[src/rtl/fp_issue_ctrl.sv]
// Credit-based issue/retire controller in front of a pipelined FP core, with an in-order result FIFO.
// Optional FP_ISSUE_STATS_EN adds stat_issued / stat_retired / stat_stall counters.
module fp_issue_ctrl #(
    parameter int WIDTH   = 32,
    parameter int LATENCY = 8,
    parameter int DEPTH   = 16
) (
    input  logic             clk,
    input  logic             rst_n,
    input  logic             in_valid,
    output logic             in_ready,
    input  logic [WIDTH-1:0] in_a,
    input  logic [WIDTH-1:0] in_b,
    output logic [WIDTH-1:0] op_a,
    output logic [WIDTH-1:0] op_b,
    output logic             op_go,
    output logic             op_pipeEn,
    input  logic [WIDTH-1:0] op_result,
    input  logic             op_rdy,
    output logic             out_valid,
    input  logic             out_ready,
    output logic [WIDTH-1:0] out_data,
    input  logic             flush_req,
    output logic             flush_done,
    output logic             err,
`ifdef FP_ISSUE_STATS_EN
    output logic [31:0]      stat_issued,
    output logic [31:0]      stat_retired,
    output logic [31:0]      stat_stall,
`endif
    output logic [1:0]       dbg_state
);

    localparam int CW = $clog2(DEPTH + 1);
    localparam int PW = $clog2(DEPTH);
    localparam int WW = $clog2(LATENCY + 2);

    typedef enum logic [1:0] {S_WARM, S_RUN, S_DRAIN} state_t;

    state_t           r_state, w_next;
    logic [WW-1:0]    r_warm_cnt;
    logic [CW-1:0]    r_inflight, r_fifo_cnt;
    logic [PW-1:0]    r_wr_ptr, r_rd_ptr;
    logic [WIDTH-1:0] r_mem [DEPTH];
    logic             r_pipe_en, r_err, r_flushed;
    logic             w_in_ready, w_go, w_rdy_live, w_push, w_spur, w_pop;
    logic             w_room, w_idle, w_flush_done;
    logic [CW:0]      w_occupancy;

    // Both ports use valid/ready: a transfer happens in any cycle where valid and ready are both high.
    // Credits: a slot is reserved for every issued op, so a returning result always finds FIFO space.
    assign w_occupancy = {1'b0, r_fifo_cnt} + {1'b0, r_inflight};
    assign w_room      = w_occupancy < (CW+1)'(DEPTH);
    assign w_go        = in_valid & w_in_ready;
    assign w_rdy_live  = op_rdy && (r_state != S_WARM);
    assign w_push      = w_rdy_live && (r_inflight != '0);
    assign w_spur      = w_rdy_live && (r_inflight == '0);
    assign w_pop       = out_valid & out_ready;
    assign w_idle      = (r_inflight == '0) && (r_fifo_cnt == '0);

    assign in_ready   = w_in_ready;
    assign op_a       = in_a;
    assign op_b       = in_b;
    assign op_go      = w_go;
    assign op_pipeEn  = r_pipe_en;
    assign out_valid  = (r_fifo_cnt != '0);
    assign out_data   = r_mem[r_rd_ptr];
    assign flush_done = w_flush_done;
    assign err        = r_err;
    assign dbg_state  = r_state;

    always_comb begin
        w_next       = r_state;
        w_in_ready   = 1'b0;
        w_flush_done = 1'b0;
        case (r_state)
            S_WARM: if (r_warm_cnt == WW'(LATENCY + 1)) w_next = S_RUN;
            S_RUN: begin
                if (flush_req) w_next = S_DRAIN;
                else           w_in_ready = w_room;
            end
            S_DRAIN: begin
                // r_flushed keeps a held flush_req from re-pulsing flush_done.
                if (w_idle) begin
                    w_flush_done = !r_flushed;
                    if (!flush_req) w_next = S_RUN;
                end
            end
            default: w_next = S_WARM;
        endcase
    end

    always_ff @(posedge clk or negedge rst_n) begin
        if (!rst_n) begin
            r_state    <= S_WARM;
            r_warm_cnt <= '0;
            r_pipe_en  <= 1'b0;
            r_err      <= 1'b0;
            r_flushed  <= 1'b0;
        end else begin
            r_state   <= w_next;
            r_pipe_en <= 1'b1;
            if (r_state == S_WARM) r_warm_cnt <= r_warm_cnt + WW'(1);
            if (w_spur) r_err <= 1'b1;
            if (w_next != S_DRAIN) r_flushed <= 1'b0;
            else if (w_flush_done) r_flushed <= 1'b1;
        end
    end

    always_ff @(posedge clk or negedge rst_n) begin
        if (!rst_n) begin
            r_inflight <= '0;
            r_fifo_cnt <= '0;
            r_wr_ptr   <= '0;
            r_rd_ptr   <= '0;
        end else begin
            case ({w_go, w_push})
                2'b10:   r_inflight <= r_inflight + CW'(1);
                2'b01:   r_inflight <= r_inflight - CW'(1);
                default: r_inflight <= r_inflight;
            endcase
            case ({w_push, w_pop})
                2'b10:   r_fifo_cnt <= r_fifo_cnt + CW'(1);
                2'b01:   r_fifo_cnt <= r_fifo_cnt - CW'(1);
                default: r_fifo_cnt <= r_fifo_cnt;
            endcase
            if (w_push) r_wr_ptr <= r_wr_ptr + PW'(1);
            if (w_pop)  r_rd_ptr <= r_rd_ptr + PW'(1);
        end
    end

    always_ff @(posedge clk) begin
        if (w_push) r_mem[r_wr_ptr] <= op_result;
    end

`ifdef FP_ISSUE_STATS_EN
    logic [31:0] r_stat_issued, r_stat_retired, r_stat_stall;

    always_ff @(posedge clk or negedge rst_n) begin
        if (!rst_n) begin
            r_stat_issued  <= '0;
            r_stat_retired <= '0;
            r_stat_stall   <= '0;
        end else begin
            if (w_go)  r_stat_issued  <= r_stat_issued + 32'd1;
            if (w_pop) r_stat_retired <= r_stat_retired + 32'd1;
            if ((r_state == S_RUN) && in_valid && !w_in_ready) r_stat_stall <= r_stat_stall + 32'd1;
        end
    end

    assign stat_issued  = r_stat_issued;
    assign stat_retired = r_stat_retired;
    assign stat_stall   = r_stat_stall;
`endif

endmodule

[config.mk]
export PLATFORM = sky130hd
export DESIGN_NAME = fp_issue_ctrl
export DESIGN_NICKNAME = d
export VERILOG_FILES = /design/src/rtl/fp_issue_ctrl.sv
export SDC_FILE = /design/constraint.sdc
export NUM_CORES = 1
export LEC_CHECK = 0
export CAP_MARGIN = 20
export CELL_PAD_IN_SITES_DETAIL_PLACEMENT = 1
export CELL_PAD_IN_SITES_GLOBAL_PLACEMENT = 2
export CORE_MARGIN = 3
export CORE_UTILIZATION = 35
export CTS_CLUSTER_DIAMETER = 100
export DETAILED_ROUTE_END_ITERATION = 7
export PLACE_DENSITY = 0.75
export SYNTH_ARGS = -nofsm -noshare
export SYNTH_HDL_FRONTEND = slang
export SYNTH_SLANG_ARGS = --single-unit
[constraint.sdc]
create_clock -name clk -period 11.25 [get_ports clk]
set_input_delay 3.375 -clock clk [delete_from_list [all_inputs] [get_ports clk]]
set_output_delay 3.375 -clock clk [all_outputs]
set_load 0.005 [all_outputs]
; Word-level counts from Yosys, hierarchy flattened
; Memories as Yosys holds them, arrays and structs flattened.
; Index checks and enable logic that the tools add are counted.
; W data, S select, Z words.
[totals]
mem_count = 1
mem_bits_rw = 512
inputBits = 102
out_inout_bits = 104
latchBits = 0
ff_bits = 27
romBits = 0
[op_classes]
eq_ne = 8
multipliers = 0
reduce_logical = 14
n_bitwise = 2
muxes = 15
order_cmp = 1
addsub = 8
div_mod_pow = 0
shift = 0
[mem_list]
columns = name, depth, width, rd, rd_ports_with_merged_regs, wr, line
row1 = r_mem, 16, 32, 1, 0, 1, 44  ; logic [WIDTH-1:0] r_mem [DEPTH];
[ops]
columns = cell, count
row1 = $pmux W5 S2, 2
row2 = $add A4 B1 Y4 const B, 3
row3 = $add A5 B1 Y5 const B, 2
row4 = $logic_not A5 Y1, 2
row5 = $reduce_bool A5 Y1, 2
row6 = $sub A5 B1 Y5 const B, 2
row7 = $mux W1, 8
row8 = $mux W2, 4
row9 = $reduce_bool A2 Y1, 4
row10 = $add A5 B5 Y6, 1
row11 = $eq A2 B1 Y1 const B, 3
row12 = $eq A2 B2 Y1 const B, 3
row13 = $lt A6 B5 Y1 const B, 1
row14 = $pmux W2 S3, 1
row15 = $eq A4 B4 Y1 const B, 1
row16 = $logic_and A1 B1 Y1, 4
row17 = $and A1 B1 Y1, 2
row18 = $logic_not A2 Y1, 1
row19 = $ne A2 B2 Y1 const B, 1
row20 = $logic_not A1 Y1, 1

; Longest topological paths before layout
; Gate-level depths: netlist (run 1).
[logic_depth]
depth_word = 7
depth_mapped = 12

; Worst setup path before layout (run 1)
; Ideal clock, no wire load.
[synth_timing]
path_type = input -> output
from = input flush_req
to = output op_go
arrival_time_ps = 3919
n_path_buf = 0
setup_slack_ps = 3956
path_stages = 4
path_cell_list = nor2b_1 > nand2_1 > a21oi_1 > and2_1
[synth_between]
elab_chain_cells = 3
[synth_rtl]
columns = element, line
row1 = "start, declared", 23  ; input logic flush_req,
row2 = $mux W1, 79  ; if (flush_req) w_next = S_DRAIN;
row3 = $mux W1, 76  ; case (r_state)
row4 = net in_ready, 11  ; output logic in_ready,
row5 = $and A1 B1 Y1, 54  ; assign w_go = in_valid & w_in_ready;
row6 = "end, declared", 16  ; output logic op_go,
; The timed path passes the listed nets, and every way through them passes these cells.

; Final worst setup path (run 1)
[layout_timing]
from = input flush_req
to = output op_go
[layout_between]
elab_chain_cells = 3
[layout_rtl]
columns = element, line
row1 = $mux W1, 79
row2 = $mux W1, 76
row3 = $and A1 B1 Y1, 54
; No other way between the ends.

==> metrics.txt, run 1 <==
status=completed; kind of end point of the critical path=output pin; routed vias/inst=5.35; root buf cell=clkbuf_16; Cells after Synth=1028; ant diodes=0; Max clock buf depth=3; post-layout net count=1199; Layout Cells excl Fill=1889; Min-Delay Path Class=flip-flop to flip-flop; Max Cap Violations=0; setup violators final=0; Post-Place Cells=1791; Syn Nets=1151; Initial Util=35.8%; CTS tree=yes; core area=59700 um^2; total CTS buffers=55; CP startpoint kind=input pin; Adder-Cell Fraction of Synth Area=1.30%; wire length per cell=26.1 um; # fillers=5649; largest net degree at the start of global routing=69; register area share after synthesis=75.2%; DR iter-0 viols=875; initial antenna violation count=3; proportion of synthesized area in mux cells=13.6%; fin crit share=75.0%; Rows=89; die width=253 um; CP Cell Sequence=clkdlybuf4s50_1, nor2b_1, nand2_1, a21oi_1, and2_1, clkdlybuf4s50_1; CP most frequent cell=clkdlybuf4s50_1; xor and xnor area share after synthesis=0.616%; Worst Path Arrival=5060 ps; commonest cells after routing, fill and taps aside=512 x edfxtp_1, 128 x mux4_2, 77 x clkdlybuf4s50_1, 64 x a22oi_1, 57 x clkbuf_16; minimum clock period=8440 ps; Routed Antenna Nets=0; warning count from the yosys run=0; Netlist cell types=44; top-area cell type share of the netlist area=72.0%; Layout area overhead=14.5%; crit path kind=input pin to output pin; PortBufs=77; Final Skew=18.8 ps; gpl congestion=0.704; Hold Startpoint=r_warm_cnt[3]; H-tree depth=2; R2R Path Start=r_inflight[0]; Area contributors post-synth=edfxtp_1 72%, mux4_2 14%, dfrtp_1 3.2%; worst slew pin tran=1070 ps; RSZ-0062 raised after global routing=false; slowest stage cell, crit path=clkdlybuf4s50_1; Critical Path Fanout Max=5; Rel. slew slack=28.4%; cell area after synthesis=21300 um^2; DRC viols=0; critical path's largest stage delay=500 ps; VDD IR max=0.155 mV; total track usage=15.6%; clock-pin slew on the worst setup and hold paths=60 ps; leak pwr=7.82 nW; EDFF count, synth=512; Post-Synth Simple-Gate Area=2.23%; Final Hold Vio Count=0; vias in the first global route=11.1k; register bit total from synthesis=539; WL final=49300 um; async set or reset register ratio after synthesis=5.01%; pwr/cell area=245 nW/um^2; Worst Path Required=7880 ps; Slew Limit Fails=0; commonest non-fill, non-tap cell in the layout=edfxtp_1; first-pass GRT wire length=73100 um; number of gates resized after CTS=0; via count=10.1k; CTS sink count=539; ratio of cells with drive above 1 in the final layout=22.9%; Pre-Repair DR Iteration Count=5; DP HPWL=26600 um; area leader, netlist=edfxtp_1; largest family of logic cells by synthesized area=multiplexers; syn_area_per_cell=20.8 um^2; Critical Path Start=flush_req; TNS Setup=0 ps; setup bufs post-CTS=0; hold buffers post-CTS=0; Main synth FF type=edfxtp_1; clk_lat worst skew=610 ps; Compound-Gate Fraction of Synth Area=3.36%; Ports=206; die area=64000 um^2; Max Fclk=119 MHz; chip height=253 um; grt total ovfl=0
Yosys cell counts (3+ instances only):
master and count:
nand4_1 3, edfxtp_1 512, nor4_1 3, buf_2 6
dfrtp_1 27, clkbuf_1 25, a21o_1 4, buf_1 8
buf_6 5, inv_1 12, o311ai_0 4, nor3b_1 4
nor2b_1 6, o21ai_0 10, buf_4 70, ha_1 19
nand2_1 49, nor3_1 3, mux4_2 128, nor2_1 9
xnor2_1 10, a21oi_1 4, a22oi_1 64, and2_1 6
and3_1 4, and4_1 5, xor2_1 5
state kept, by name (all words and copies together) (netlist names):
name and count:
dbg_state 2, r_rd_ptr 4, r_flushed 1, r_mem 512, r_warm_cnt 4, err 1
r_fifo_cnt 5, r_wr_ptr 4, op_pipeEn 1, r_inflight 5
where the power goes:
| group | switching [W] | leakage, nW | internal (W) |
|---|---|---|---|
| clock | 0.000746 | 0.876 | 0.00108 |
| combinational | 0.000791 | 2.02 | 0.000858 |
| sequential | 0.000181 | 4.93 | 0.00231 |
| total | 0.00172 | 7.82 | 0.00426 |
layer usage:
layer | share of wire (%) | track usage (%)
met4 | 1.8 | 4.20
met3 | 6.7 | 3.17
met5 | 0.057 | 0
met2 | 51 | 26.5
met1 | 41 | 20.6
cells by family (layout without fill, tap and decap cells):
group,after synthesis,count (layout)
other cells,1,1
simple gates,97,97
mux,130,130
xor+xnor,15,15
fa+ha+maj,21,21
compound gates,99,99
buf+inv,126,214
flops,539,539
worst paths after layout:
kind                                 end  slack, ps  cells after the start
max in group asynchronous    r_rd_ptr[1]       7730                      2
min                        r_warm_cnt[3]        480                      1
max reg2reg                r_inflight[4]       7940                      9
min reg2reg                r_warm_cnt[3]        480                      1
max                                op_go       2810                      6
min in group asynchronous  r_fifo_cnt[4]       3180                      2
final cells by class:
type / count / area (um^2) / area share, %
sequential: 539 / 16100 / 65.7
multi-input combinational: 363 / 4570 / 18.7
clock buffer: 71 / 1480 / 6.05
timing repair buffer: 105 / 1000 / 4.10
tap: 773 / 967 / 3.96
clock inverter: 26 / 317 / 1.30
inverter: 12 / 45.0 / 0.184
stage by stage:
stage	instance area (um^2)	setup WS [ps]	util [%]	hold WS [ps]	power [W]
2_1_floorplan	21300	3960	-	445	0.00355
3_3_place_gp	22600	2800	37.9	463	0.00417
3_5_place_dp	22600	2780	37.9	476	0.00421
4_1_cts	24400	2760	40.9	487	0.00605
5_1_grt	24400	2630	40.9	517	0.00627
6_report	24400	2810	40.9	485	0.00598
worst max-delay path: cells and delay by family:
| family | cells | cell delay (ps) |
|---|---|---|
| and+or+nand+nor | 3 | 450 |
| AOI/OAI and AO/OA | 1 | 230 |
| buffers and inverters | 2 | 1000 |
(Power assumes the default switching activity.)
==> inputs of run 2 (changes only) <==
Settings changed: PLACE_DENSITY 0.75 to 0.78.
Clock period 11.25 ns to 7.2 ns, I/O delays scaled along.
==> run 2 against run 1 <==
Via count up 0.36%. Utilization down 0.080 points. First-iteration DRC count up 20%. Cell count unchanged. Worst setup slack worse by 1600 ps. Sequential cell count unchanged. Routed wire length down 0.33%. Die area unchanged. Largest cell class unchanged.
==> metrics.txt, run 2 (synthesis gave the netlist of run 1 again) <==
clk_lat worst skew=600 ps (about the same); largest net degree at the start of global routing=58 (-16%); Worst Path Arrival=3800 ps (-1260 ps); PortBufs=77 (unchanged); number of gates resized after CTS=0 (unchanged); Seq pwr share=42.2% (+0.4 points); Worst Path Required=5040 ps (-2840 ps); Initial Util=35.8% (unchanged); die width=253 um (unchanged); RSZ-0062 raised after global routing=false; # fillers=5684 (+0.62%); Max clock buf depth=3 (unchanged); number of flip-flops in the largest register=512 (unchanged); root buf cell=clkbuf_16; minimum clock period=5960 ps; vias in the first global route=11.1k (+0.32%); commonest cells after routing, fill and taps aside=512 x edfxtp_1, 128 x mux4_2, 77 x clkdlybuf4s50_1, 64 x a22oi_1, 53 x clkbuf_16; DR iter-0 viols=1052 (+20%); pwr/cell area=378 nW/um^2 (+54%); Max Fclk=168 MHz; met1 WL=20300 um (+1.3%); post-layout net count=1198 (-0.083%); gpl congestion=0.682 (-3.2%); internal power=0.00655 W (+54%); initial antenna violation count=5 (+2); CTS tree=yes; kind of end point of the critical path=output pin; wire length per cell=26.0 um (-0.33%); CP startpoint kind=input pin; Combinational Power Share=28.2% (+0.6 points); DRC viols=0 (unchanged); Ports=206 (unchanged); Pre-Repair DR Iteration Count=5 (unchanged); H-tree depth=2 (unchanged); TNS Setup=0 ps (unchanged); Final Hold Vio Count=0 (unchanged); via count=10.1k (+0.36%); clock-pin slew on the worst setup and hold paths=60 ps (about the same); top routing layer used=met5; Max Cap Violations=0 (unchanged); Routed Antenna Nets=0 (unchanged); Top Registers=r_mem: 512 flops, r_fifo_cnt: 5 flops, r_inflight: 5 flops; Post-Place Cells=1794 (+0.17%); grt total ovfl=0 (unchanged); worst hold slack=476 ps (-9.15 ps); chip height=253 um (unchanged); core area=59700 um^2 (unchanged); Critical Path Fanout Max=5 (unchanged); WL final=49200 um (-0.33%); sw frac=28.9% (+0.16 points); largest reg by FF count=r_mem; Sw Pwr=0.00266 W (+55%); met2 wire len=24500 um (-2.3%); total CTS buffers=52 (-5.5%); Layout area overhead=14.3%; crit path kind=input pin to output pin; worst slew pin tran=1130 ps (+58.7 ps); Clock Power Share=29.6% (-1.0 points); Rows=89 (unchanged); hold buffers post-CTS=0 (unchanged); status=completed; CTS sink count=539 (unchanged); die area=64000 um^2 (unchanged); leak pwr=7.79 nW (-0.47%); commonest non-fill, non-tap cell in the layout=edfxtp_1; Slew Limit Fails=0 (unchanged); setup bufs post-CTS=0 (unchanged); DP HPWL=27800 um (+4.5%); routed vias/inst=5.37 (+0.36%); fin crit share=82.8%; total track usage=15.6% (-0.044 points); setup violators final=0 (unchanged); Layout Cells excl Fill=1889 (unchanged); Rel. slew slack=24.5% (-3.9 points); Final Skew=15.7 ps (-3.18 ps); first-pass GRT wire length=72600 um (-0.72%); VDD IR max=0.245 mV (+58%); met3 WL post-DR=3280 um (-0.91%); Min-Delay Path Class=flip-flop to flip-flop; ratio of cells with drive above 1 in the final layout=23.2% (+0.24 points)
-- run 2: changes by cell type in the layout (fill, tap and decap cells not counted), sizes merged --
cell	previous run	this run
buf	28	30
diode	0	3
bufinv	7	6
clkbuf	71	62
clkinvlp	1	4
clkinv	16	18
-- run 2: worst paths after layout --
check	from	endpoint	slack, ps	cells past startpoint
max reg2reg	r_inflight[1]	r_inflight[4]	3990	11
max	flush_req	op_go	1240	6
min	r_warm_cnt[3]	r_warm_cnt[3]	480	1
min reg2reg	r_warm_cnt[3]	r_warm_cnt[3]	480	1
max in group asynchronous	rst_n	r_rd_ptr[0]	4910	2
min in group asynchronous	rst_n	r_flushed	1960	2
-- run 2: layer usage --
metal  track usage [%]  up-vias
met4              4.83        4
met1              20.6     5447
met5                 0        -
li1                  -     4252
met2              25.9      353
met3              3.32       81
-- run 2: stage by stage --
step	total power, W	instance area [um^2]	setup WS [ps]	util, %
2_1_floorplan	0.00555	21300	1550	-
4_1_cts	0.00935	24400	1190	40.8
6_report	0.00921	24400	1240	40.9
5_1_grt	0.00968	24400	1080	40.9
3_5_place_dp	0.00662	22700	1200	38.0
3_3_place_gp	0.00655	22700	1170	38.0
-- run 2: area by class of cell --
cell class / count / area [um^2] / area share (%)
Antenna cell: 3 / 7.51 / 0.0308
Clock buffer: 62 / 1370 / 5.62
Clock inverter: 30 / 325 / 1.33
Inverter: 12 / 45.0 / 0.185
Multi-Input combinational cell: 363 / 4570 / 18.7
Sequential cell: 539 / 16100 / 65.8
Tap cell: 773 / 967 / 3.97
Timing Repair Buffer: 107 / 1050 / 4.29
-- run 2: power by group through the flow --
stage	clock network [W]	logic, W	registers, W
floorplan	0	0.00180	0.00375
global placement	0	0.00260	0.00395
detailed placement	0	0.00266	0.00396
CTS	0.00279	0.00267	0.00390
global route	0.00291	0.00284	0.00393
finish	0.00272	0.00260	0.00389
-- run 2: worst max-delay path, stage by stage --
cell,delay [ps]
clkdlybuf4s50_1,480
nor2b_1,200
nand2_1,80
a21oi_1,220
and2_1,170
clkdlybuf4s50_1,500
